===== config.mk =====
export PLATFORM = sky130hd
export DESIGN_NAME = fwd_hazard_scoreboard
export DESIGN_NICKNAME = d
export VERILOG_FILES = /design/src/rtl/fwd_hazard_scoreboard.sv
export SDC_FILE = /design/constraint.sdc
export NUM_CORES = 1
export LEC_CHECK = 0
export BUFFER_PORTS_ARGS = -buffer_cell sky130_fd_sc_hd__buf_2
export CELL_PAD_IN_SITES_DETAIL_PLACEMENT = 0
export CELL_PAD_IN_SITES_GLOBAL_PLACEMENT = 1
export CORE_AREA = 2 2 69 78
export CTS_BUF_LIST = sky130_fd_sc_hd__clkbuf_4
export CTS_CLUSTER_SIZE = 25
export DETAILED_ROUTE_END_ITERATION = 10
export DIE_AREA = 0 0 71 80
export PLACE_DENSITY_LB_ADDON = 0.1
export REMOVE_ABC_BUFFERS = 1
export SKIP_LAST_GASP = 1
export SLEW_MARGIN = 20
export SYNTH_ARGS = -nofsm -noshare
export SYNTH_HDL_FRONTEND = slang
export SYNTH_SLANG_ARGS = --single-unit

===== constraint.sdc =====
create_clock -name i_clock -period 3.1 [get_ports i_clock]
set_clock_uncertainty 0.1 [all_clocks]
set_input_delay 0.62 -clock i_clock [delete_from_list [all_inputs] [get_ports i_clock]]
set_output_delay 0.62 -clock i_clock [all_outputs]
set_load 0.03 [all_outputs]

===== src/rtl/fwd_hazard_scoreboard.sv =====
// Destination-register scoreboard for DEPTH post-decode stages: picks the youngest forwarding
// source for every decode operand and raises a load-use stall with a saturating stall counter.
module fwd_hazard_scoreboard #(
    parameter int unsigned DEPTH      = 3,
    parameter int unsigned AW         = 5,
    parameter int unsigned NUM_SRC    = 2,
    parameter int unsigned LOAD_READY = 2,
    localparam int unsigned SELW      = $clog2(DEPTH + 1)
) (
    input  logic                      i_clock,
    input  logic                      i_reset,
    input  logic                      i_id_valid,
    input  logic                      i_id_reg_write,
    input  logic                      i_id_mem_read,
    input  logic [AW-1:0]             i_id_reg_dest,
    input  logic [NUM_SRC*AW-1:0]     i_id_src_addr,
    input  logic [NUM_SRC-1:0]        i_id_src_used,
    input  logic                      i_flush,
    input  logic                      i_stall_ext,
    output logic [NUM_SRC*SELW-1:0]   o_fwd_sel,
    output logic                      o_stall,
    output logic [15:0]               o_stall_count
);

    // Index 0 is stage 1 (EX); index DEPTH-1 is the oldest tracked stage.
    logic [DEPTH-1:0] r_v;
    logic [DEPTH-1:0] r_w;
    logic [DEPTH-1:0] r_l;
    logic [AW-1:0]    r_d [DEPTH];
    logic [15:0]      r_stall_count;

    logic [NUM_SRC*SELW-1:0] w_fwd_sel;
    logic [NUM_SRC-1:0]      w_hazard;
    logic                    w_stall;
    logic                    w_bubble;

    // Scan oldest to youngest so the youngest matching producer overwrites older ones.
    always_comb begin
        w_fwd_sel = '0;
        w_hazard  = '0;
        for (int i = 0; i < NUM_SRC; i++) begin
            for (int k = DEPTH - 1; k >= 0; k--) begin
                if (i_id_src_used[i] && r_v[k] && r_w[k]
                    && (r_d[k] == i_id_src_addr[i*AW +: AW])
                    && (i_id_src_addr[i*AW +: AW] != '0)) begin
                    w_fwd_sel[i*SELW +: SELW] = SELW'(k + 1);
                    w_hazard[i]               = r_l[k] && ((k + 1) < int'(LOAD_READY));
                end
            end
        end
    end

    assign w_stall  = i_id_valid && !i_flush && (|w_hazard);
    assign w_bubble = w_stall || i_flush || !i_id_valid;

    always_ff @(posedge i_clock) begin
        if (i_reset) begin
            r_v           <= '0;
            r_w           <= '0;
            r_l           <= '0;
            r_stall_count <= '0;
            for (int k = 0; k < DEPTH; k++) begin
                r_d[k] <= '0;
            end
        end else if (!i_stall_ext) begin
            for (int k = 1; k < DEPTH; k++) begin
                r_v[k] <= r_v[k-1];
                r_w[k] <= r_w[k-1];
                r_l[k] <= r_l[k-1];
                r_d[k] <= r_d[k-1];
            end
            r_v[0] <= !w_bubble;
            r_w[0] <= !w_bubble && i_id_reg_write;
            r_l[0] <= !w_bubble && i_id_mem_read;
            r_d[0] <= i_id_reg_dest;
            if (w_stall && (r_stall_count != 16'hFFFF)) begin
                r_stall_count <= r_stall_count + 16'd1;
            end
        end
    end

    assign o_fwd_sel     = w_fwd_sel;
    assign o_stall       = w_stall;
    assign o_stall_count = r_stall_count;

endmodule


==> results.md, run 1 <==
- Status: finished, final reports clean
- Dpl ws: 0.2465 ns
- HP Class: input pin to flip-flop
- Crit path to: o_fwd_sel[0]
- Req. time, crit path: 2.38 ns
- Fin. max-slew vios: 0
- H-Tree Depth: 2
- Post-Synthesis Cell Area: 2059 sq um
- Seq pwr share: 60.2%
- Total GRT Usage: 16.83%
- Pwr dens: 382.4 nW/um^2
- Resize count post-CTS: 0
- Sequential area share after synthesis: 44.23%
- EDFF count, synth: 15
- Gr ovfl total: 0
- I/O pin cnt: 45
- Skew-Pair Late Insertion Delay: 0.34 ns
- # Max-Cap Violations: 0
- Worst r2r dst: o_stall_count[12]
- ANT nets after route: 0
- Net switching fraction of the power: 23.81%
- GP Congestion: 0.8439
- VDD IR max: 0.0002705 V
- Top-count cell post-synth: xnor2_1
- Post-Synthesis Cells: 208
- Worst setup SP type: input pin
- Maximum root-to-sink buffer count: 2
- Buffers added on ports: 44
- RSZ-0062 raised after global routing: false
- Initial Utilization: 42.04%
- Vias in the first global route: 1605
- Initial DRC count: 62
- Crit path kind: input pin to output port
- Share of cells above drive strength 1: 23.05%
- Most common library cells after synthesis: xnor2_1, dfxtp_1, and2_1, edfxtp_1, nor2_1
- Sw power: 0.0002186 W
- Fin crit share: 91.56%
- Worst setup margin: 0.2615 ns
- First-pass DRT Iterations: 4
- Hold_buf cts: 0
- Initial antenna violation count: 0
- Yosys cell types: 39
- Comb power frac: 10.4%
- Clock Pin Slew Worst Setup and Hold Paths: 0.10 ns
- Commonest register cell after synthesis: dfxtp_1
- Final Net Count: 280
- Final Hold Viols: 0
- Fmax: 352.3 MHz
- Total vias in the final route: 1674
- Largest area contributor in the netlist: dfxtp_1
- Reg2reg start: r_d[0][4]
- Vias/cell: 5.331
- Clock root buffer: clkbuf_4
- Reg2reg setup slack: 0.63 ns
- Area contributors post-synth: dfxtp_1, edfxtp_1, xnor2_1, and2_1, xor2_1
- Largest net degree at the start of global routing: 24
- Tot Pwr: 0.0009183 W
- Setup crit start: i_id_src_addr[0]
- Sink Count: 38
- Synth async-reset ratio: 0%
- Avg Synthesized Cell Area: 9.901 sq um
- Internal power consumption: 0.0006996 W
- Worst Tran Pin Value: 0.8191 ns
- Reg2Reg Depth: 6
- Yosys reg bits: 38
- Standard cell core area: 4898 sq um
- Final setup TNS: 0 ns
- Syn. warnings: 0
- CP endpoint kind: output port
- Die X-Extent: 71 microns
- P_leak: 0.9248 nW
- DPL Wire Length: 3377 microns
- CTS tree: done
- Row cnt: 27
- Synth-to-layout area growth: 16.59%
- Number of remaining DRC errors: 0
- # setup viols final: 0
- Postcts setup bufs: 0
- Crit path DAT: 2.12 ns
- Final min period: 2.839 ns
- First-pass GRT wire length: 7541 microns
- Inserted Clock Buffers: 5
- Die area: 5680 sq um
- Share of the synthesized area in the top cell type: 22.36%
- Slew headroom: 45.19%
- Die Y-Extent: 80 microns
- DRT Wirelength: 4421 microns
- Ant diodes: 0
- Clock power frac: 29.5%
- Critical-path maximum fanout: 4
- Avg WL per Cell: 14.08 microns
- Layout Utilization: 49.02%
[worst max-delay path, cell delays in order]
cell and delay, ns:
buf_2 0.13, or4_1 0.51, o21ai_1 0.31, or4_1 0.20, nand2b_1 0.11, nand2b_1 0.06
buf_2 0.17
[through the flow]
| stage | cell area [sq um] | cells | hold WS [ns] |
|---|---|---|---|
| 2_1_floorplan | 2033 | 202 | 0.3483 |
| 3_3_place_gp | 2341 | 306 | 0.3787 |
| 3_5_place_dp | 2341 | 306 | 0.3883 |
| 4_1_cts | 2401 | 314 | 0.3908 |
| 5_1_grt | 2401 | 314 | 0.3797 |
| 6_report | 2401 | 314 | 0.3994 |
[metal layers]
| metal | GRT usage, % | part of all wire (%) |
|---|---|---|
| met1 | 20.55 | 44 |
| met2 | 29.53 | 50 |
| met3 | 4.040 | 3.9 |
| met4 | 4.528 | 1.2 |
| met5 | 0 | 0 |
[cell families after synthesis]
family,after synthesis,share of synthesized area (%)
AO/OA/AOI/OAI,33,9.782
XOR/XNOR,35,14.88
adder cells (fa/ha/maj),1,0.6074
buffers and inverters,7,1.458
flip-flops,38,44.23
multiplexers,6,2.977
AND/OR/NAND/NOR,88,26.06
[power by group through the flow]
stage | combinational (W) | clock, W | sequential, W
global route | 0.000107 | 0.000308 | 0.000556
detailed placement | 0.0000970 | 0 | 0.000564
floorplan | 0.0000579 | 0 | 0.000559
CTS | 0.0000971 | 0.000286 | 0.000553
finish | 0.0000951 | 0.000271 | 0.000552
global placement | 0.0000964 | 0 | 0.000564
[worst min path at each step]
stage,cells past startpoint,endpoint,from
after detailed placement,2,r_v[2],r_v[2]
after floorplan,1,r_v[0],r_v[0]
after CTS,2,r_w[0],i_id_reg_write
after global routing,2,r_w[0],i_id_reg_write
after global placement,2,r_w[2],r_w[2]
final,2,r_w[0],i_id_reg_write
[layout by cell type, fill, tap and decap left out, types with 2 or more instances in the layout]
master and count:
nor4_1 2, nand4_1 11, nor2_1 14, o31ai_1 4, xnor2_1 25, o21ai_0 8
clkbuf_4 8, o2111ai_1 2, nand2b_1 4, edfxtp_1 15, o21ai_1 2, buf_4 2
nand3_1 3, or4_1 10, xor2_1 10, dfxtp_1 23, a21oi_1 11, mux2i_1 5
buf_2 44, nand2_1 11, or3_1 5, nor4_4 2, a22o_1 2, nor2b_1 3
and2_1 16
[registers in the layout (all words and copies together), names as in the netlist]
signal         flops
r_d               15
r_v                3
r_w                3
r_l                1
o_stall_count     16
[final cells by class]
class	count	area (sq um)
fill	502	2497
multi-input combinational	163	1119
sequential	38	910.9
timing repair buffer	46	235.2
tap	58	72.57
clock buffer	8	60.06
inverter	1	3.754
(Power assumes the default switching activity.)
==> run 2, diff against run 1 <==
--- a/config.mk
+++ b/config.mk
@@ -14,6 +14,7 @@
 export DETAILED_ROUTE_END_ITERATION = 10
 export DIE_AREA = 0 0 71 80
 export PLACE_DENSITY_LB_ADDON = 0.1
+export RECOVER_POWER = 100
 export REMOVE_ABC_BUFFERS = 1
 export SKIP_LAST_GASP = 1
 export SLEW_MARGIN = 20
==> constraint.sdc (replaced) <==
create_clock -name i_clock -period 2.7 [get_ports i_clock]
set_clock_uncertainty 0.1 [all_clocks]
set_input_delay 0.54 -clock i_clock [delete_from_list [all_inputs] [get_ports i_clock]]
set_output_delay 0.54 -clock i_clock [all_outputs]
set_load 0.03 [all_outputs]
==> run 2 against run 1 <==
Register-to-register slack got worse by 0.21 ns. Clock power increased by 10%. Via count increased by 2.4%. Cell area increased by 4.5%. Die area unchanged. Non-clock buffer count increased by 14. Worst hold slack got worse by 0.10 ns. Global-route usage increased by 0.053 points. Critical endpoint is now o_stall. Largest cell class unchanged.
==> results.md, run 2 (same netlist as run 1, synthesis figures left out) <==
- CP endpoint kind: output port
- First-pass DRT Iterations: 3 (-1)
- Die X-Extent: 71 microns (unchanged)
- Clock Pin Slew Worst Setup and Hold Paths: 0.11 ns (about the same)
- Worst setup margin: 0.07611 ns (-0.1854 ns)
- Row cnt: 27 (unchanged)
- Crit path DAT: 1.98 ns (-0.14 ns)
- Placed Area: 2424 sq um (+3.5%)
- Synth-to-layout area growth: 21.87%
- Skew-Pair Late Insertion Delay: 0.35 ns (about the same)
- CP max stage delay: 0.50 ns (about the same)
- Most frequent cells in the layout: xnor2_1, dfxtp_1, buf_2
- First-pass GRT wire length: 7445 microns (-1.3%)
- Reg2reg setup slack: 0.42 ns (-0.21 ns)
- Share of cells above drive strength 1: 21.48% (-1.6 points)
- DRT Wirelength: 4631 microns (+4.8%)
- Worst Tran Pin Value: 0.8630 ns (+0.04394 ns)
- Final min period: 2.624 ns
- Worst setup SP type: input pin
- Status: finished, final reports clean
- Req. time, crit path: 2.06 ns (-0.32 ns)
- Initial antenna violation count: 0 (unchanged)
- Standard cell core area: 4898 sq um (unchanged)
- H-Tree Depth: 2 (unchanged)
- Total vias in the final route: 1715 (+2.4%)
- # setup viols final: 0 (unchanged)
- Clock root buffer: clkbuf_4
- HP Class: input pin to flip-flop
- Avg WL per Cell: 14.12 microns (+0.28%)
- Worst path bufs/invs: 4 (+2)
- Final setup TNS: 0 ns (unchanged)
- Final Cell Area: 2510 sq um (+4.5%)
- Critical-path maximum fanout: 6 (+2)
- Crit path kind: input pin to output port
- Slowest CP cell: or4_1
- Maximum root-to-sink buffer count: 2 (unchanged)
- ANT nets after route: 0 (unchanged)
- Fin. max-slew vios: 0 (unchanged)
- Buffers added on ports: 44 (unchanged)
- Final Hold Viols: 0 (unchanged)
- Final Net Count: 294 (+5.0%)
- RSZ-0062 raised after global routing: true
- Critical path cell sequence: buf_2 > or4_1 > o21ai_1 > buf_4 > nor4_4 > buf_4 > o21a_1 > buf_4
- Slew headroom: 42.25% (-2.9 points)
- Die area: 5680 sq um (unchanged)
- CTS tree: done
- Pwr dens: 422.5 nW/um^2 (+10%)
- Initial DRC count: 48 (-23%)
- Number of remaining DRC errors: 0 (unchanged)
- Initial Utilization: 42.04% (unchanged)
- Inserted Clock Buffers: 5 (unchanged)
- Max reg flops: 16 (unchanged)
- VDD IR max: 0.0002433 V (-10%)
- Dpl ws: 0.01833 ns (-0.2282 ns)
- # Max-Cap Violations: 0 (unchanged)
- DPL Wire Length: 3486 microns (+3.2%)
- Gr ovfl total: 0 (unchanged)
- Total GRT Usage: 16.89% (+0.053 points)
- Die Y-Extent: 80 microns (unchanged)
- I/O pin cnt: 45 (unchanged)
- Vias in the first global route: 1599 (-0.37%)
- Layout Utilization: 51.24% (+2.2 points)
- Largest net degree at the start of global routing: 18 (-25%)
- Critical Path Most Common Cell: buf_4
- GP Congestion: 0.7341 (-13%)
- Sink Count: 38 (unchanged)
- P_leak: 0.9148 nW (-1.1%)
- Top delay family on crit path: buffers and inverters
- Ant diodes: 0 (unchanged)
- Fmax: 381.1 MHz
- Vias/cell: 5.229 (-1.9%)
- Fin crit share: 97.18%
==> run 2: cell type report <==
class | instances | area, sq um
fill | 480 | 2389
sequential | 38 | 910.9
tap | 58 | 72.57
multi-input combinational | 163 | 1137
timing repair buffer | 60 | 331.6
inverter | 1 | 3.754
clock inverter | 3 | 16.27
clock buffer | 5 | 37.54
==> run 2: through the flow <==
stage | total power [W] | hold WS [ns] | std cells
floorplan | 0.0007087 | 0.3483 | 202
CTS | 0.001068 | 0.2909 | 325
global placement | 0.0007682 | 0.3799 | 317
detailed placement | 0.0007694 | 0.3924 | 317
finish | 0.001060 | 0.2980 | 328
global route | 0.001112 | 0.2830 | 328
==> run 2: path summary, 6_finish.rpt <==
path | cells after the start | endpoint | start
worst max-delay path | 8 | o_stall | i_id_src_addr[3]
worst min register to register | 2 | r_w[2] | r_w[2]
worst min-delay path | 2 | r_w[0] | i_id_reg_write
worst max register to register | 8 | o_stall_count[6] | r_d[0][2]
==> run 2: what timing repair did <==
item | in CTS | in global routing
resized for setup | 0 | 13
setup endpoints to repair | 0 | 5
hold buffers | 0 | 0
setup buffers | 0 | 3
==> run 2: worst register-to-register path, cell delays in order (launching register included) <==
cell	delay (ns)
edfxtp_1	0.47
xnor2_1	0.19
nand4_1	0.15
nor4_4	0.29
buf_4	0.18
o21ai_2	0.16
buf_4	0.21
or3_1	0.35
a21oi_1	0.15
==> run 2: metal layers <==
layer  global-route usage, %  share of wire, %  routed length [microns]
met1                   20.08                46                     2108
met2                   29.72                49                     2291
met3                   3.914               3.5                      162
met4                   5.849               1.5                       70
met5                       0                 0                        0
==> run 2: report_power, final <==
part           internal (W)  switching, W
clock             0.0000969      0.000202
combinational     0.0000667     0.0000585
sequential         0.000616     0.0000201
total              0.000779      0.000281
==> run 3, diff against run 2 <==
--- a/config.mk
+++ b/config.mk
@@ -8,11 +8,10 @@
 export BUFFER_PORTS_ARGS = -buffer_cell sky130_fd_sc_hd__buf_2
 export CELL_PAD_IN_SITES_DETAIL_PLACEMENT = 0
 export CELL_PAD_IN_SITES_GLOBAL_PLACEMENT = 1
-export CORE_AREA = 2 2 69 78
-export CTS_BUF_LIST = sky130_fd_sc_hd__clkbuf_4
+export CORE_AREA = 2 2 71 80
 export CTS_CLUSTER_SIZE = 25
 export DETAILED_ROUTE_END_ITERATION = 10
-export DIE_AREA = 0 0 71 80
+export DIE_AREA = 0 0 73 82
 export PLACE_DENSITY_LB_ADDON = 0.1
 export RECOVER_POWER = 100
 export REMOVE_ABC_BUFFERS = 1
==> run 3 against run 2 <==
Register-to-register slack worse by 0.19 ns. Largest cell class unchanged. Sequential power about the same. Non-clock buffer count fell by 1. Cell area barely moved. Combinational power decreased by 6%. Power increased by 10%. Via count shrank 0.17%. Largest power group unchanged. Setup slack gained 0.017 ns.
==> results.md, run 3 (same netlist as run 1, synthesis figures left out) <==
- M1 GR Usage: 20.65% (+0.57 points)
- Final Hold Viols: 0 (unchanged)
- Inserted Clock Buffers: 5 (unchanged)
- Sink Count: 38 (unchanged)
- Critical-path maximum fanout: 4 (-2)
- Die Y-Extent: 82 microns (+2.5%)
- Slew headroom: 44.21% (+2.0 points)
- Avg WL per Cell: 13.91 microns (-1.5%)
- Hold_buf cts: 0 (unchanged)
- Final Hold Slack: 0.3493 ns (+0.05133 ns)
- Fin crit share: 96.56% (-0.62 points)
- Met2 Resource Use GR: 27.30% (-2.4 points)
- Req. time, crit path: 2.06 ns (about the same)
- DPL Wire Length: 3454 microns (-0.93%)
- Seq pwr share: 54.3% (-5.7 points)
- Largest net degree at the start of global routing: 18 (unchanged)
- Initial DRC count: 105 (+120%)
- Reg2reg setup slack: 0.23 ns (-0.19 ns)
- RSZ-0062 raised after global routing: true
- DRT Wirelength: 4577 microns (-1.2%)
- First-pass DRT Iterations: 4 (+1)
- Most frequent cells in the layout: buf_2, xnor2_1, dfxtp_1
- Ant diodes: 0 (unchanged)
- Internal power consumption: 0.0008830 W (+13%)
- H-Tree Depth: 2 (unchanged)
- Fin. max-slew vios: 0 (unchanged)
- ANT nets after route: 0 (unchanged)
- Dpl ws: 0.02881 ns (+0.01047 ns)
- Crit path to: o_fwd_sel[1]
- CTS tree: done
- Final setup TNS: 0 ns (unchanged)
- Final Cell Area: 2511 sq um (about the same)
- # setup viols final: 0 (unchanged)
- Skew-Pair Late Insertion Delay: 0.30 ns (-0.05 ns)
- Worst setup margin: 0.09290 ns (+0.01679 ns)
- Final Net Count: 293 (-0.34%)
- Vias/cell: 5.204 (-0.48%)
- Sw power: 0.0002861 W (+1.8%)
- Status: finished, final reports clean
- Commonest non-fill, non-tap cell in the layout: buf_2
- First-pass GRT wire length: 7396 microns (-0.66%)
- Layout Utilization: 48.11% (-3.1 points)
- Net switching fraction of the power: 24.47% (-2.0 points)
- Buffers added on ports: 44 (unchanged)
- GP Congestion: 0.7096 (-3.3%)
- Worst Tran Pin Value: 0.8337 ns (-0.02929 ns)
- Die X-Extent: 73 microns (+2.8%)
- Pwr dens: 465.6 nW/um^2 (+10%)
- Worst setup SP type: input pin
- Initial antenna violation count: 0 (unchanged)
- I/O pin cnt: 45 (unchanged)
- Clock root buffer: clkbuf_8
- Initial Utilization: 39.45% (-2.6 points)
- Worst r2r dst: o_stall_count[7]
- Number of remaining DRC errors: 0 (unchanged)
- VDD IR max: 0.0002745 V (+13%)
- Gr ovfl total: 0 (unchanged)
- Clock Pin Slew Worst Setup and Hold Paths: 0.07 ns (-0.04 ns)
- Comb power frac: 10.1% (-1.7 points)
- Final min period: 2.607 ns (-0.01679 ns)
- Fmax: 383.6 MHz (+0.64%)
- Max reg flops: 16 (unchanged)
- Crit path kind: input pin to output port
- Busiest grt layer: met2
- Reg2Reg Depth: 8 (unchanged)
- P_leak: 0.9186 nW (+0.42%)
- Row cnt: 28 (+3.7%)
- Total GRT Usage: 16.48% (-0.41 points)
- Standard cell core area: 5220 sq um (+6.6%)
- Share of cells above drive strength 1: 20.07% (-1.4 points)
- Vias in the first global route: 1515 (-5.3%)
- # Max-Cap Violations: 0 (unchanged)
- Synth-to-layout area growth: 21.93% (about the same)
- GR Util met3: 4.049% (+0.13 points)
- Crit path DAT: 1.97 ns (about the same)
- Clock power frac: 35.6% (+7.4 points)
- Total vias in the final route: 1712 (-0.17%)
- Setup crit start: i_id_src_addr[2]
- HP Class: input pin to flip-flop
- Fill cell count: 538 (+12%)
- Die area: 5986 sq um (+5.4%)
- CP endpoint kind: output port
- Reg2reg start: r_d[0][3]
- Placed Area: 2419 sq um (-0.21%)
- Maximum root-to-sink buffer count: 2 (unchanged)
run 3: cell types whose count changed in the layout (fill, tap and decap cells not counted), sizes merged:
cell      previous run  this run
buf                 43        41
clkinvlp             1         0
clkinv               2         1
clkbuf              22        25
run 3: power groups by stage:
stage	Combinational [W]	Clock, W	Sequential, W
floorplan	0.0000665	0	0.000642
global placement	0.000120	0	0.000649
detailed placement	0.000121	0	0.000649
CTS	0.000121	0.000421	0.000636
global route	0.000131	0.000450	0.000639
finish	0.000118	0.000416	0.000635
run 3: worst min-delay path by stage:
stage	from	endpoint	slack, ns	depth (start not counted)
after detailed placement	r_l[0]	r_l[0]	0.39	1
after CTS	i_id_reg_write	r_w[0]	0.35	2
after floorplan	r_v[0]	r_v[0]	0.35	1
after global routing	i_id_reg_write	r_w[0]	0.37	2
final	i_id_reg_write	r_w[0]	0.35	2
after global placement	r_w[2]	r_w[2]	0.38	2
run 3: repair_timing:
action                                  4_1_cts  5_1_grt
resized for setup                             0        1
endpoints found under the setup margin        0        3
buffers inserted                              0        3
run 3: stage by stage:
step,std cells,power [W]
after detailed placement,318,0.0007698
after global placement,318,0.0007691
after floorplan,202,0.0007087
after global routing,329,0.001220
final,329,0.001169
after CTS,326,0.001178
run 3: cell type report:
type | instances | area, sq um | area share [%]
tap | 60 | 75.07 | 2.990
sequential | 38 | 910.9 | 36.27
clock inverter | 1 | 5.005 | 0.1993
multi-input combinational | 163 | 1122 | 44.69
inverter | 1 | 3.754 | 0.1495
clock buffer | 7 | 86.33 | 3.438
timing repair buffer | 59 | 307.8 | 12.26
run 3: metal layers:
layer,wire (microns),vias to the layer above,share of wire (%)
li1,-,879,-
met1,2067,786,45
met2,2250,41,49
met3,189,6,4.1
met4,70,0,1.5
met5,0,-,0
run 3: worst max-delay path: stages:
cell and delay [ns]:
buf_2 0.13, or4_1 0.13, o21ai_1 0.05, buf_4 0.14, or4_1 0.54, a21oi_1 0.20, buf_2 0.22
